==> config.mk <==
export PLATFORM = sky130hd
export DESIGN_NAME = arilla_bus_initiator_flat
export DESIGN_NICKNAME = d
export VERILOG_FILES = /design/src/rtl/arilla_bus_initiator_if.sv /design/src/rtl/arilla_bus_initiator.sv /design/src/flat_wrapper.sv
export SDC_FILE = /design/constraint.sdc
export NUM_CORES = 1
export LEC_CHECK = 0
export ABC_AREA = 1
export ABC_CLOCK_PERIOD_IN_PS = 3520
export CAP_MARGIN = 20
export CORE_ASPECT_RATIO = 2
export CORE_UTILIZATION = 50
export CTS_BUF_LIST = sky130_fd_sc_hd__clkbuf_8
export DETAILED_ROUTE_END_ITERATION = 8
export PLACE_DENSITY = 0.89
export SLEW_MARGIN = 25
export SYNTH_ARGS = -nofsm -noshare
export SYNTH_HDL_FRONTEND = slang
export SYNTH_SLANG_ARGS = --single-unit
==> constraint.sdc <==
create_clock -name clk -period 3.52 [get_ports clk]
set_input_delay 1.056 -clock clk [delete_from_list [all_inputs] [get_ports clk]]
set_output_delay 1.056 -clock clk [all_outputs]
set_load 0.05 [all_outputs]
==> src/rtl/arilla_bus_initiator_if.sv <==
// rtl/arilla_bus_initiator_if.sv - arilla_bus signal bundle shared by initiators and responders
interface arilla_bus_if #(
  parameter int AddressWidth = 30,
  parameter int DataWidth    = 32
);
  logic [AddressWidth-1:0] address;
  logic [3:0]              byte_enable;
  logic [DataWidth-1:0]    data_ctp;
  logic                    read;
  logic                    write;
  wire  [DataWidth-1:0]    data_ptc;
  logic                    intercept;

  modport initiator (
    output address, byte_enable, data_ctp, read, write,
    input  data_ptc
  );

  modport responder (
    input  address, byte_enable, data_ctp, read, write,
    output data_ptc, intercept
  );
endinterface

==> src/rtl/arilla_bus_initiator.sv <==
// rtl/arilla_bus_initiator.sv - single-outstanding load/store initiator for arilla_bus
// Optional feature macro: ARILLA_BUS_INITIATOR_AUTOINC_EN (auto-incrementing address register)
module arilla_bus_initiator #(
  parameter int ByteAddressWidth = 32,
  parameter int DataWidth        = 32
) (
  input  logic                        clk,
  input  logic                        rst_n,
  input  logic                        req_valid,
  output logic                        req_ready,
  input  logic                        req_write,
  input  logic [ByteAddressWidth-1:0] req_addr,
  input  logic [1:0]                  req_size,
  input  logic                        req_unsigned,
  input  logic [DataWidth-1:0]        req_wdata,
`ifdef ARILLA_BUS_INITIATOR_AUTOINC_EN
  input  logic                        req_autoinc,
`endif
  output logic                        rsp_valid,
  input  logic                        rsp_ready,
  output logic [DataWidth-1:0]        rsp_rdata,
  output logic                        rsp_error,
  arilla_bus_if.initiator             bus_interface
);

  if (DataWidth != $bits(bus_interface.data_ctp)) begin : g_width_check
    $error("arilla_bus_initiator: DataWidth does not match bus data width");
  end

  typedef enum logic [1:0] {
    S_IDLE,
    S_ACCESS,
    S_CAPTURE,
    S_RESP
  } state_t;

  state_t                      state_q;
  state_t                      state_d;

  logic                        write_q;
  logic [ByteAddressWidth-1:0] addr_q;
  logic [1:0]                  size_q;
  logic                        unsigned_q;
  logic [DataWidth-1:0]        wdata_q;
  logic [DataWidth-1:0]        rdata_q;
  logic                        error_q;

  logic                        accept;
  logic [ByteAddressWidth-1:0] eff_addr;
  logic                        req_err;
  logic [DataWidth-1:0]        shifted;
  logic [DataWidth-1:0]        load_ext;

  assign accept = req_valid && req_ready;

`ifdef ARILLA_BUS_INITIATOR_AUTOINC_EN
  assign eff_addr = req_autoinc ? addr_q : req_addr;
`else
  assign eff_addr = req_addr;
`endif

  // Reserved size and misaligned half/word accesses are rejected without touching the bus
  always_comb begin
    req_err = 1'b0;
    case (req_size)
      2'd1:    req_err = eff_addr[0];
      2'd2:    req_err = |eff_addr[1:0];
      2'd3:    req_err = 1'b1;
      default: req_err = 1'b0;
    endcase
  end

  // Align the returned bus word to the requested lane, then mask and extend to size
  always_comb begin
    shifted  = bus_interface.data_ptc >> {addr_q[1:0], 3'b000};
    load_ext = shifted;
    case (size_q)
      2'd0:    load_ext = {{(DataWidth-8){~unsigned_q & shifted[7]}}, shifted[7:0]};
      2'd1:    load_ext = {{(DataWidth-16){~unsigned_q & shifted[15]}}, shifted[15:0]};
      default: load_ext = shifted;
    endcase
  end

  // State register
  always_ff @(posedge clk or negedge rst_n) begin
    if (!rst_n) begin
      state_q <= S_IDLE;
    end else begin
      state_q <= state_d;
    end
  end

  // Next-state and outputs; bus strobes depend only on registered state and fields
  always_comb begin
    state_d                   = state_q;
    req_ready                 = 1'b0;
    rsp_valid                 = 1'b0;
    bus_interface.address     = '0;
    bus_interface.byte_enable = 4'b0000;
    bus_interface.data_ctp    = '0;
    bus_interface.read        = 1'b0;
    bus_interface.write       = 1'b0;
    case (state_q)
      S_IDLE: begin
        req_ready = 1'b1;
        if (req_valid) begin
          state_d = req_err ? S_RESP : S_ACCESS;
        end
      end
      S_ACCESS: begin
        bus_interface.address = addr_q[ByteAddressWidth-1:2];
        case (size_q)
          2'd0: begin
            bus_interface.byte_enable = 4'b0001 << addr_q[1:0];
            bus_interface.data_ctp    = {4{wdata_q[7:0]}};
          end
          2'd1: begin
            bus_interface.byte_enable = 4'b0011 << addr_q[1:0];
            bus_interface.data_ctp    = {2{wdata_q[15:0]}};
          end
          default: begin
            bus_interface.byte_enable = 4'b1111;
            bus_interface.data_ctp    = wdata_q;
          end
        endcase
        bus_interface.read  = ~write_q;
        bus_interface.write = write_q;
        state_d = write_q ? S_RESP : S_CAPTURE;
      end
      S_CAPTURE: begin
        state_d = S_RESP;
      end
      S_RESP: begin
        rsp_valid = 1'b1;
        if (rsp_ready) begin
          state_d = S_IDLE;
        end
      end
      default: state_d = S_IDLE;
    endcase
  end

  // Request capture, load-data capture and response holding registers
  always_ff @(posedge clk or negedge rst_n) begin
    if (!rst_n) begin
      write_q    <= 1'b0;
      addr_q     <= '0;
      size_q     <= 2'd0;
      unsigned_q <= 1'b0;
      wdata_q    <= '0;
      rdata_q    <= '0;
      error_q    <= 1'b0;
    end else begin
      if (accept) begin
        write_q    <= req_write;
        addr_q     <= eff_addr;
        size_q     <= req_size;
        unsigned_q <= req_unsigned;
        wdata_q    <= req_wdata;
        rdata_q    <= '0;
        error_q    <= req_err;
      end
      if (state_q == S_CAPTURE) begin
        rdata_q <= load_ext;
      end
`ifdef ARILLA_BUS_INITIATOR_AUTOINC_EN
      // Advance only after the lane offset is no longer needed by this access
      if ((state_q == S_ACCESS && write_q) || state_q == S_CAPTURE) begin
        addr_q <= addr_q + (ByteAddressWidth'(1) << size_q);
      end
`endif
      if (state_q == S_RESP && rsp_ready) begin
        rdata_q <= '0;
        error_q <= 1'b0;
      end
    end
  end

  assign rsp_rdata = rdata_q;
  assign rsp_error = error_q;

endmodule

==> src/flat_wrapper.sv <==
// flat-port wrapper written by rule: the top's interface ports become plain ports
module arilla_bus_initiator_flat 
#(
  parameter int ByteAddressWidth = 32,
  parameter int DataWidth        = 32
)
  (clk, rst_n, req_valid, req_ready, req_write, req_addr, req_size, req_unsigned, req_wdata, rsp_valid, rsp_ready, rsp_rdata, rsp_error, bus_interface_address, bus_interface_byte_enable, bus_interface_data_ctp, bus_interface_read, bus_interface_write, bus_interface_data_ptc);
  arilla_bus_if #(.AddressWidth(30), .DataWidth(DataWidth)) bus_interface_i ();
  input  logic clk;
  input  logic rst_n;
  input  logic req_valid;
  output logic req_ready;
  input  logic req_write;
  input  logic [ByteAddressWidth-1:0] req_addr;
  input  logic [1:0] req_size;
  input  logic req_unsigned;
  input  logic [DataWidth-1:0] req_wdata;
  output logic rsp_valid;
  input  logic rsp_ready;
  output logic [DataWidth-1:0] rsp_rdata;
  output logic rsp_error;
  output wire logic [$bits(bus_interface_i.address)-1:0] bus_interface_address;
  output wire logic [$bits(bus_interface_i.byte_enable)-1:0] bus_interface_byte_enable;
  output wire logic [$bits(bus_interface_i.data_ctp)-1:0] bus_interface_data_ctp;
  output wire logic [$bits(bus_interface_i.read)-1:0] bus_interface_read;
  output wire logic [$bits(bus_interface_i.write)-1:0] bus_interface_write;
  input wire logic [$bits(bus_interface_i.data_ptc)-1:0] bus_interface_data_ptc;
  assign bus_interface_address = bus_interface_i.address;
  assign bus_interface_byte_enable = bus_interface_i.byte_enable;
  assign bus_interface_data_ctp = bus_interface_i.data_ctp;
  assign bus_interface_read = bus_interface_i.read;
  assign bus_interface_write = bus_interface_i.write;
  assign bus_interface_i.data_ptc = bus_interface_data_ptc;
  arilla_bus_initiator #(.ByteAddressWidth(ByteAddressWidth), .DataWidth(DataWidth)) u_core (.clk(clk), .rst_n(rst_n), .req_valid(req_valid), .req_ready(req_ready), .req_write(req_write), .req_addr(req_addr), .req_size(req_size), .req_unsigned(req_unsigned), .req_wdata(req_wdata), .rsp_valid(rsp_valid), .rsp_ready(rsp_ready), .rsp_rdata(rsp_rdata), .rsp_error(rsp_error), .bus_interface(bus_interface_i));
endmodule
-- After elaboration in Yosys (flattened, before gate mapping)
Cells that the tools add are included.
Widths: inputs -> output; s select.
- divide/modulo/power cells: 0
- mux-type cells: 21
- bitwise operators: 4
- order comparisons: 0
- add/subtract/negate cells: 0
- equal/unequal tests: 9
- reduce and logical (&&, ||, !) cells: 8
- shift-type cells: 3
- multipliers: 0
- operator list (cell ; count):
    $mux 32 ; 4
    $pmux 32 s2 ; 2
    $shr 32x5->32 ; 1
    $mux 30 ; 1
    $eq 2x2->1 const B ; 4
    $pmux 2 s4 ; 1
    $pmux 4 s2 ; 1
    $mux 1 ; 7
    $eq 2x1->1 const B ; 3
    $mux 2 ; 3
    $logic_not 2->1 ; 2
    $mux 4 ; 1
    $ne 2x2->1 const B ; 2
    $shl 1x2->4 const A ; 1
    $shl 2x2->4 const A ; 1
    $pmux 1 s3 ; 1
    $reduce_bool 3->1 ; 1
    $and 1x1->1 ; 2
    $logic_and 1x1->1 ; 2
    $not 1->1 ; 2
    $reduce_and 2->1 ; 1
    $reduce_bool 2->1 ; 1
    $reduce_or 2->1 ; 1
- memory bits (read-only): 0
- RAM bits: 0
- output and inout bits: 103
- latch bits: 0
- bits of input ports: 104
- flip-flop bits (word level): 103
- memories: 0

-- Longest topological paths before layout
- depth after elaboration: 6
- gate-level depth with buffers: 9

-- Worst setup path before layout
No wires, ideal clock.
- path type: reg-to-output
- start: reg u_core.state_q[1]
- end: out bus_interface_data_ctp[15]
- arrival time: 2.104 ns
- stages on the path, launching flop included: 6
- setup slack: 0.360 ns
- cells stage by stage: dfrtp_1 inv_1 ha_1 clkbuf_1 inv_1 nor3_1
- longest elaborated chain between the ends: 2
- ends and longest elaborated chain (what ; RTL line ; text):
    from (decl) ; arilla_bus_initiator.sv:37 ; state_t state_q;
    from (signal assigned) ; arilla_bus_initiator.sv:89 ; state_q <= state_d;
    $eq 2x1->1 ; arilla_bus_initiator.sv:103 ; case (state_q)
    $mux 32 ; arilla_bus_initiator.sv:103 ;
    to (decl) ; flat_wrapper.sv:24 ; output wire logic [$bits(bus_interface_i.data_ctp)-1:0] bus_interface_data_ctp;
No other way between the ends.

-- Worst setup path in the final report
- start: reg u_core.state_q[1]
- end: out bus_interface_data_ctp[16]
Same word-level chain as after synthesis.

==> flow_summary.toml <==
[timing]
setup_viol = 0
tightest_slew_ps = 656
max_freq_ghz = 0.308
fin_crit_ps = 3250
period_share = 0.923
max_slew_margin = 0.563
grt_setup_unrepaired = "false"
setup-tns-final_ps = 0
fin_skew_ps = 12.2
maxSlewViolCount = 0
holdWs_ps = 486
final-hold-violation-count = 0

[power]
p_total_mw = 7.95
power_density_nw_per_um2 = 984
p_leak_nw = 4.35
irDropWorstVdd_mv = 0.582

[yosys]
synth_cell_types = 28
synth_warnings = 0
yosysTopAreaCell = "dfrtp_1"
syn_area_per_cell_um2 = 7.19
synth_seq_cells = 103
syn_inst = 768
yosysSeqAreaShare = 0.467
syn-cell-area_um2 = 5520
netlist.area_leader.share = 0.467
synth_nets = 876
synth_area_leaders = "dfrtp_1, nand2_1, inv_1"

[clocking]
root_buffer = "clkbuf_8"
cts_buffers = 9
clock_sinks = 103
path_clk_slew_ps = 100
cts.htree.levels = 3
ctsResizeCount = 0
holdBufCountCts = 0
post_cts_buffers = 0
clock_latency_ps = 380
ctsLongestPathBuffers = 2
cts_tree = "done"

[floorplanning]
coreArea_um2 = 10600
num_rows = 53
die_area_um2 = 11500
dieHeight_um = 151
num_io_pins = 207
fp.dieW_um = 76.3
start_util = 0.520

[drt]
wl_met1_mm = 5.92
num_vias = 5767
viasPerCell = 5.26
met2_wirelength_mm = 8.82
wl_mm = 17.1
ant_nets = 0
drt_first_iter_violations = 336
dr_wl_met3_mm = 1.18
drc = 0
routed.top_layer = "met4"
firstDrtPassIters = 5
post_drt_wl_per_cell_um = 15.6

[place]
io_buffers = 206
gp_congestion = 0.873
dp_cells = 1080
dpl.hpwl_mm = 12.5

[setup_path]
cp_slowest_cell = "dfrtp_1"
criticalPathCategory = "reg2out"
cp.required_ps = 2460
arrival_ps = 2190
path_max_fanout = 18
startpoint_type = "flop"
setup.worst_path.end_class = "primary output"
reg2reg_depth = 7
crit_path_cell_trace = "inv_1 -> ha_2 -> buf_4 -> o21ai_0 -> nor2_1 -> buf_12"
slowest_delay_ps = 430

[min_path]
holdPathStages = 2
min-delay-path-class = "reg2reg"

[status]
status = "finished clean"

[job]
drv_cap = 0

[finish]
area.growth.synth_to_final_pct = 46.4
final_core_util = 0.761
fin_cells = 1097
nNetsFinal = 1062
drive_gt1_frac = 0.133
fillCellCount = 787

[global_routing]
grt_pass1_vias = 5779
track_usage = 0.309
antenna_found_initial = 0
grt_max_degree = 54
grt-ovfl-total = 0
grt_pass1_wl_mm = 27.4
-- Yosys cell counts, drive strengths merged --
cell,count
o31ai,1
inv,69
nor2,36
dfrtp,103
nand2,369
o22ai,9
clkbuf,18
nor3,2
ha,4
a22o,7
o21ai,49
nand3,39
a22oi,1
a21oi,28
or2,6
buf,27
-- stage by stage --
step / setup slack [ps] / cell area (um^2)
CTS: 265 / 8080
finish: 270 / 8080
global route: 132 / 8080
detailed placement: 693 / 7850
floorplan: 360 / 5520
global placement: 714 / 7850
-- cell families after synthesis --
logic type | after synthesis | synth area share
AND/OR/NAND/NOR | 452 | 0.339
buffers and inverters | 114 | 0.0913
flip-flops | 103 | 0.467
AO/OA/AOI/OAI | 95 | 0.0938
adder cells (fa/ha/maj) | 4 | 0.00907
-- sequential cells by signal, indices dropped and copies added (netlist names) --
name and flops:
u_core.addr_q 32, u_core.rsp_error 1, u_core.rsp_rdata 32, u_core.size_q 2, u_core.state_q 2, u_core.unsigned_q 1, u_core.wdata_q 32, u_core.write_q 1
-- layout by cell type (no fill, tap or decap), types with 3 or more instances in the layout --
| cell | count |
|---|---|
| nand2_1 | 367 |
| a21oi_1 | 28 |
| or2_2 | 5 |
| o21ai_1 | 4 |
| nand3_2 | 12 |
| ha_1 | 3 |
| inv_2 | 4 |
| o22ai_1 | 9 |
| clkbuf_8 | 10 |
| buf_4 | 51 |
| nor2_1 | 34 |
| nand3_1 | 25 |
| a22o_1 | 7 |
| clkdlybuf4s50_1 | 137 |
| o21ai_0 | 45 |
| buf_12 | 32 |
| inv_1 | 64 |
| dfrtp_1 | 103 |
-- worst max-delay path: cells and delay by family (launching register included) --
family	cells	cell delay [ps]
buffers and inverters	3	550
flip-flops	1	430
adder cells (fa/ha/maj)	1	410
AND/OR/NAND/NOR	1	280
AO/OA/AOI/OAI	1	130
-- routing by layer --
layer	track usage	vias to the layer above
met2	0.540	300
met3	0.0618	72
met1	0.333	2657
met5	0	-
met4	0.216	0
li1	-	2738
-- layout make-up --
cell class	count	area, um^2	area share
tap	137	171	0.0212
inverter	69	262	0.0324
multi-input combinational	551	2440	0.302
antenna	1	2.50	0.000310
sequential	103	2580	0.319
timing repair buffer	220	2390	0.296
clock buffer	10	138	0.0170
clock inverter	6	90.1	0.0112
-- power breakdown --
part / internal, mW / leakage [nW] / switching [mW] / total (mW)
clock: 0.424 / 0.113 / 0.425 / 0.849
sequential: 1.69 / 1.31 / 0.365 / 2.05
combinational: 1.75 / 2.93 / 3.30 / 5.05
-- final timing paths --
check	start	end	slack, ps
setup / recovery	u_core.state_q[1]$_DFFE_PN0P_	bus_interface_data_ctp[16]	270
hold / removal	u_core.rsp_rdata[10]$_DFFE_PN0P_	u_core.rsp_rdata[10]$_DFFE_PN0P_	490
setup reg to reg	u_core.state_q[0]$_DFFE_PN0P_	u_core.rsp_rdata[3]$_DFFE_PN0P_	1380
hold reg to reg	u_core.rsp_rdata[10]$_DFFE_PN0P_	u_core.rsp_rdata[10]$_DFFE_PN0P_	490
max in group asynchronous	rst_n	u_core.rsp_rdata[25]$_DFFE_PN0P_	2100
min in group asynchronous	rst_n	u_core.wdata_q[12]$_DFFE_PN0P_	710
(Power assumes the default switching activity.)
